## config.mk

```make
export PLATFORM = sky130hd
export DESIGN_NAME = ship_placement_ctrl
export DESIGN_NICKNAME = d
export VERILOG_FILES = /design/src/rtl/ship_ctrl_pkg.sv /design/src/rtl/btn_sync_edge.sv /design/src/rtl/ship_placement_ctrl.sv
export SDC_FILE = /design/constraint.sdc
export NUM_CORES = 1
export LEC_CHECK = 0
export ABC_AREA = 1
export CORE_MARGIN = 2
export CORE_UTILIZATION = 63
export CTS_CLUSTER_DIAMETER = 50
export DETAILED_ROUTE_END_ITERATION = 10
export DONT_BUFFER_PORTS = 1
export PLACE_DENSITY = 0.79
export SKIP_LAST_GASP = 1
export SLEW_MARGIN = 0
export SYNTH_ARGS = -nofsm -noshare
export SYNTH_HDL_FRONTEND = slang
export SYNTH_SLANG_ARGS = --single-unit
```

## constraint.sdc

```tcl
create_clock -name clk -period 3.15 [get_ports clk]
set_input_delay 0.4725 -clock clk [delete_from_list [all_inputs] [get_ports clk]]
set_output_delay 0.4725 -clock clk [all_outputs]
set_load 0.05 [all_outputs]
```

## src/rtl/ship_ctrl_pkg.sv

```systemverilog
// Shared types and helpers for the ship placement controller.
// Board geometry defaults, cell codes, FSM states and cursor wrap.
package ship_ctrl_pkg;

  localparam int GRID_N_DEF    = 5;
  localparam int MAX_SHIPS_DEF = 5;

  typedef enum logic [1:0] {
    AGUA               = 2'b00,
    BARCO              = 2'b01,
    CASILLA_SELECCION  = 2'b10,
    CASILLA_CONFIRMADA = 2'b11
  } cell_t;

  typedef enum logic [1:0] {
    S_IDLE,
    S_CLEAR,
    S_PLACE,
    S_DONE
  } place_state_t;

  // Cursor step with wrap; delta is -2..+2 (a deferred move plus a new one).
  function automatic logic [2:0] wrap_add(
    input logic        [2:0] pos,
    input logic signed [2:0] d,
    input int                n
  );
    int t;
    t = int'(pos) + int'(d);
    if (t < 0)
      t = t + n;
    else if (t >= n)
      t = t - n;
    return t[2:0];
  endfunction

endpackage

```

## src/rtl/btn_sync_edge.sv

```systemverilog
// Button synchronizer and rising-edge pulse generator.
// AUTO_REPEAT_EN adds a hold-to-repeat counter on selected buttons.
module btn_sync_edge
`ifdef AUTO_REPEAT_EN
#(
  parameter bit REPEAT        = 1'b0,
  parameter int REPEAT_CYCLES = 25_000_000
)
`endif
(
  input  logic clk,
  input  logic rst,
  input  logic i_btn,
  output logic o_pulse
);

  logic r_s1;
  logic r_s2;
  logic r_s3;
  logic r_pulse;
  logic w_rep;

`ifdef AUTO_REPEAT_EN
  generate
    if (REPEAT) begin : g_rep
      localparam int CW = $clog2(REPEAT_CYCLES + 1);
      localparam logic [CW-1:0] LAST = CW'(REPEAT_CYCLES - 1);
      logic [CW-1:0] r_cnt;
      // Count cycles held high; wrap and fire each time the hold time elapses.
      always_ff @(posedge clk) begin
        if (!rst || !r_s3)
          r_cnt <= '0;
        else if (r_cnt == LAST)
          r_cnt <= '0;
        else
          r_cnt <= r_cnt + 1'b1;
      end
      assign w_rep = r_s3 && (r_cnt == LAST);
    end else begin : g_norep
      assign w_rep = 1'b0;
    end
  endgenerate
`else
  assign w_rep = 1'b0;
`endif

  // Two-stage synchronizer, edge history and registered pulse.
  always_ff @(posedge clk) begin
    if (!rst) begin
      r_s1    <= 1'b0;
      r_s2    <= 1'b0;
      r_s3    <= 1'b0;
      r_pulse <= 1'b0;
    end else begin
      r_s1    <= i_btn;
      r_s2    <= r_s1;
      r_s3    <= r_s2;
      r_pulse <= (r_s2 & ~r_s3) | w_rep;
    end
  end

  assign o_pulse = r_pulse;

endmodule

```

## src/rtl/ship_placement_ctrl.sv

```systemverilog
// Ship placement phase controller: cursor, board clear, placement writes.
// Define AUTO_REPEAT_EN to enable hold-to-repeat on direction buttons.
module ship_placement_ctrl
  import ship_ctrl_pkg::*;
#(
  parameter int GRID_N    = GRID_N_DEF,
  parameter int MAX_SHIPS = MAX_SHIPS_DEF
`ifdef AUTO_REPEAT_EN
  ,
  parameter int REPEAT_CYCLES = 25_000_000
`endif
) (
  input  logic       clk,
  input  logic       rst,
  input  logic       start,
  input  logic       btn_up,
  input  logic       btn_down,
  input  logic       btn_left,
  input  logic       btn_right,
  input  logic       btn_place,
  input  logic [2:0] num_ships,
  output logic [2:0] i_actual,
  output logic [2:0] j_actual,
  output logic       decision_State,
  output logic       colocation_ships_State,
  output logic       confirm_colocation_button,
  output logic [2:0] ships_placed,
  output logic       placement_done
);

  localparam int NC = GRID_N * GRID_N;
  localparam int IW = $clog2(NC);

  logic [5:0] w_btn;
  logic [5:0] w_pulse;

  assign w_btn = {btn_place, btn_right, btn_left,
                  btn_down, btn_up, start};

  for (genvar k = 0; k < 6; k++) begin : g_btn
`ifdef AUTO_REPEAT_EN
    btn_sync_edge #(
      .REPEAT        (k >= 1 && k <= 4),
      .REPEAT_CYCLES (REPEAT_CYCLES)
    ) u_btn (
      .clk     (clk),
      .rst     (rst),
      .i_btn   (w_btn[k]),
      .o_pulse (w_pulse[k])
    );
`else
    btn_sync_edge u_btn (
      .clk     (clk),
      .rst     (rst),
      .i_btn   (w_btn[k]),
      .o_pulse (w_pulse[k])
    );
`endif
  end

  logic w_st, w_up, w_dn, w_lf, w_rt, w_pl;
  assign {w_pl, w_rt, w_lf, w_dn, w_up, w_st} = w_pulse;

  place_state_t r_state;
  place_state_t w_next;

  logic [2:0]        r_i;
  logic [2:0]        r_j;
  logic [2:0]        r_count;
  logic [2:0]        r_target;
  logic [NC-1:0]     r_occ;
  logic signed [2:0] r_pdi;
  logic signed [2:0] r_pdj;
  logic              r_dec;
  logic              r_col;
  logic              r_done;
  logic              r_conf;

  logic signed [2:0] w_di;
  logic signed [2:0] w_dj;
  logic [IW-1:0]     w_idx;
  logic [2:0]        w_tgt;
  logic              w_accept;

  assign w_di = (w_dn & ~w_up) ? 3'sd1 :
                (w_up & ~w_dn) ? -3'sd1 : 3'sd0;
  assign w_dj = (w_rt & ~w_lf) ? 3'sd1 :
                (w_lf & ~w_rt) ? -3'sd1 : 3'sd0;

  assign w_idx = IW'(int'(r_i) * GRID_N + int'(r_j));

  assign w_tgt = (num_ships == 3'd0) ? 3'd1 :
                 (num_ships > 3'(MAX_SHIPS)) ? 3'(MAX_SHIPS) :
                 num_ships;

  assign w_accept = (r_state == S_PLACE) && !w_st && w_pl &&
                    !r_occ[w_idx] && (r_count != r_target);

  // Next-state selection; restart wins over everything in S_PLACE.
  always_comb begin
    w_next = r_state;
    case (r_state)
      S_IDLE:  if (w_st) w_next = S_CLEAR;
      S_CLEAR: w_next = S_PLACE;
      S_PLACE: begin
        if (w_st)
          w_next = S_CLEAR;
        else if (r_count == r_target)
          w_next = S_DONE;
      end
      S_DONE:  if (w_st) w_next = S_CLEAR;
      default: w_next = S_IDLE;
    endcase
  end

  // State, board bookkeeping, cursor and registered outputs.
  always_ff @(posedge clk) begin
    if (!rst) begin
      r_state  <= S_IDLE;
      r_i      <= '0;
      r_j      <= '0;
      r_count  <= '0;
      r_target <= 3'd1;
      r_occ    <= '0;
      r_pdi    <= '0;
      r_pdj    <= '0;
      r_dec    <= 1'b0;
      r_col    <= 1'b0;
      r_done   <= 1'b0;
      r_conf   <= 1'b1;
    end else begin
      r_state <= w_next;
      r_dec   <= (w_next == S_CLEAR);
      r_col   <= (w_next == S_PLACE);
      r_done  <= (w_next == S_DONE);
      r_conf  <= ~w_accept;
      r_pdi   <= '0;
      r_pdj   <= '0;
      if (w_next == S_CLEAR) begin
        r_occ    <= '0;
        r_count  <= '0;
        r_i      <= '0;
        r_j      <= '0;
        r_target <= w_tgt;
      end else if (r_state == S_PLACE) begin
        if (w_accept) begin
          r_occ[w_idx] <= 1'b1;
          r_count      <= r_count + 3'd1;
          r_pdi        <= w_di;
          r_pdj        <= w_dj;
        end else begin
          r_i <= wrap_add(r_i, w_di + r_pdi, GRID_N);
          r_j <= wrap_add(r_j, w_dj + r_pdj, GRID_N);
        end
      end
    end
  end

  assign i_actual                  = r_i;
  assign j_actual                  = r_j;
  assign ships_placed              = r_count;
  assign decision_State            = r_dec;
  assign colocation_ships_State    = r_col;
  assign placement_done            = r_done;
  assign confirm_colocation_button = r_conf;

endmodule

```

==> metrics.md <==
| Metric | Value |
|---|---|
| Status | `complete, no violations` |
| H-tree depth | `3` |
| Max_slew headroom | `64.1%` |
| First DRT Iteration DRCs | `187` |
| Area delta synth->final | `11.4%` |
| Post-Syn Instances | `564` |
| Post-synth EDFFs | `0` |
| Crit start category | `register` |
| Ant. Diodes | `0` |
| YS warnings | `0` |
| Avg WL per Cell | `between 10 and 15 um` |
| Post-synth cell types | `28` |
| TritonCTS Buffers | `9` |
| Static Leak | `2.41 nW` |
| Largest vdd supply drop | `0.346 mV` |
| CTS tree | `yes` |
| # rows | `28` |
| All-Layer GR Usage | `23.7%` |
| Synth area leader | `dfxtp_1` |
| Tmin final | `2950 ps` |
| Clk_skew | `15.6 ps` |
| Routability cong. | `0.905` |
| Initial DRT Pass Iterations | `4` |
| Critical path type | `reg2reg` |
| PortBufs | `0` |
| Commonest non-fill, non-tap cells in the layout | `219 x nand2_1, 77 x inv_1, 70 x dfxtp_1` |
| Critical Path RT | `3390 ps` |
| Final nets | `629` |
| Pin count of the biggest net entering global routing | `22` |
| WHS | `216 ps` |
| Type of the most critical hold path | `in2reg` |
| Most common cell after layout, fill and taps aside | `nand2_1` |
| CP max stage cell | `fa_2` |
| Asr flop ratio synth | `0%` |
| Maxcap violations | `0` |
| Via density | `approximately 5.0` |
| Synth area leaders | `dfxtp_1 37%, nand2_1 22%, ha_1 10%, inv_1 7.8%, nor2_1 4.6%` |
| Slowest stage delay, CP | `580 ps` |
| Core footprint | `between 0.005 and 0.006 mm^2` |
| Total cell area at the placement stage | `~0.004 mm^2` |
| First-pass GRT wire length | `approximately 12 mm` |
| Max frequency | `0.338 GHz` |
| Pins over their slew limit | `0` |
| Vias post-DR | `3330` |
| Worst setup margin | `195 ps` |
| Sequential element share of the synthesized area | `36.5%` |
| Crit path cell chain | `inv_1, ha_1, inv_1, ha_2, fa_1, inv_1, fa_2, inv_2, o21ai_2, nand4_1, nand2_1, nand2_1, nand2_1, nand3_1, nand2_1, nor2_1` |
| Final Hold Fails | `0` |
| Total gr overflow | `0` |
| Placed Cells | `639` |
| DRC viols | `0` |
| Syn nets | `613` |
| Vias in the first global route | `between 3000 and 4000` |
| Slew @ Worst Pin | `538 ps` |
| Worst slack, placed | `~45 ps` |
| Final worst-path cycle share | `93.8%` |
| Horiz. Die Dim | `82.6 um` |
| Crit. End Element | `register` |
| WP data arrival | `3190 ps` |
| Yosys reg bits | `71` |
| Cell area after layout | `0.00434 mm^2` |
| Detail Route Antenna Nets | `0` |
| Hpwl dp | `5.56 mm` |
| CTS Root Cell | `clkbuf_8` |
| Worst Path Max Fanout | `4` |
| Die ar. | `0.00682 mm^2` |
| Routed WL | `7.78 mm` |
| Share of layout cells above drive strength 1 | `12.5%` |
| Worst-path clk slew | `80 ps` |
| Pwr dens | `397 mW/mm^2` |
| Synth Flop Type | `dfxtp_1` |
| Initial antenna violation count | `0` |
| Clk_lat worst skew | `340 ps` |
| Setup violators final | `0` |
| Finished Layout Cells | `660` |
| Cell Area, Synth | `around 0.0039 mm^2` |
| # IOs | `24` |
| Starting Density | `65.4%` |
| Clock tree buffer depth | `2` |
| DIE HEIGHT | `roughly 83 um` |
| Area share of the largest cell type after synthesis | `approximately 37%` |
| CP dominant cell by count | `nand2_1` |
| CTS sink cnt | `71` |
| Avg Synthesized Cell Area | `between 6 and 7 um^2` |
| Post-CTS Hold Buffers | `0` |
[through the flow]
| step | util, % | TNS [ps] | total power [mW] |
|---|---|---|---|
| finish | 72.8 | 0 | 1.72 |
| global route | 72.8 | -23.6 | 1.78 |
| CTS | 70.6 | 0 | 1.73 |
| detailed placement | 67.2 | 0 | 1.01 |
| global placement | 67.2 | 0 | 1.00 |
| floorplan | - | 0 | 0.994 |
[worst max-delay path, delay by kind of cell (launching register included)]
kind                     cells  cell delay (ps)
adder cells (fa/ha/maj)      4             1600
AO/OA/AOI/OAI                1              130
AND/OR/NAND/NOR              7              580
buffers and inverters        4              220
flip-flops                   1              320
[timing repair]
action / in CTS / in global routing
hold endpoints to repair: 0 / 0
buffers inserted: 0 / 4
resized for setup: 0 / 27
setup endpoints to repair: 0 / 31
[cells in the mapped netlist, types with 3 or more instances]
cell and count:
o21bai_1 3, o21ai_0 9, nor2_1 48, nand3_1 35, nand2_2 3, clkbuf_1 3
fa_1 7, ha_1 31, inv_1 81, dfxtp_1 71, nor2_2 3, buf_4 3
xnor2_1 3, a21oi_1 14, inv_2 6, nand2_1 225
[worst paths after layout]
path / depth (start not counted) / slack (ps) / start / endpoint
worst max-delay path: 16 / 200 / g_btn[2].u_btn.o_pulse$_SDFF_PN0_ / i_actual[2]$_SDFFE_PP0P_
worst min-delay path: 2 / 220 / rst / g_btn[2].u_btn.r_s1$_SDFF_PN0_
worst max register to register: 16 / 200 / g_btn[2].u_btn.o_pulse$_SDFF_PN0_ / i_actual[2]$_SDFFE_PP0P_
worst min register to register: 1 / 390 / g_btn[5].u_btn.r_s3$_SDFF_PN0_ / g_btn[5].u_btn.o_pulse$_SDFF_PN0_
[sequential cells by signal, summed over array words and instances, names as in the netlist]
register / cells
g_btn.u_btn.r_s3: 6
ships_placed: 3
confirm_colocation_button: 1
colocation_ships_State: 1
r_state: 2
r_pdj: 2
r_pdi: 2
r_target: 3
i_actual: 3
j_actual: 3
decision_State: 1
g_btn.u_btn.r_s2: 6
placement_done: 1
g_btn.u_btn.r_s1: 6
r_occ: 25
g_btn.u_btn.o_pulse: 6
[kinds of logic (layout without fill, tap and decap cells)]
kind of cell / after synthesis / after routing / share of synthesized area [%]
AO/OA/AOI/OAI: 30 / 30 / 4.24
XOR/XNOR: 5 / 5 / 1.13
adder cells (fa/ha/maj): 38 / 38 / 13.6
buffers and inverters: 98 / 118 / 10.2
flip-flops: 71 / 71 / 36.5
AND/OR/NAND/NOR: 322 / 323 / 34.4
[layout make-up]
class / count / area [um^2]
flip-flops and latches: 71 / 1420
multi-input cells: 396 / 2170
repair buffers: 15 / 125
fillers: 457 / 1620
inverters: 87 / 327
clock inverters: 7 / 78.8
well taps: 75 / 93.8
clock buffers: 9 / 124
[layer usage]
metal | wire length [um] | GRT usage [%] | up-vias | share of wire [%]
li1 | - | - | 1740 | -
met1 | 3430 | 26.7 | 1511 | 44
met2 | 3880 | 42.5 | 71 | 50
met3 | 366 | 6.52 | 8 | 4.7
met4 | 97 | 9.02 | 0 | 1.2
met5 | 0 | 0 | - | 0
[power by group]
part	internal [mW]	switching, mW	total [mW]
combinational	0.0278	0.0531	0.0809
sequential	0.908	0.00389	0.912
clock	0.374	0.356	0.730
Note: power is estimated with default switching activity, not from simulation.
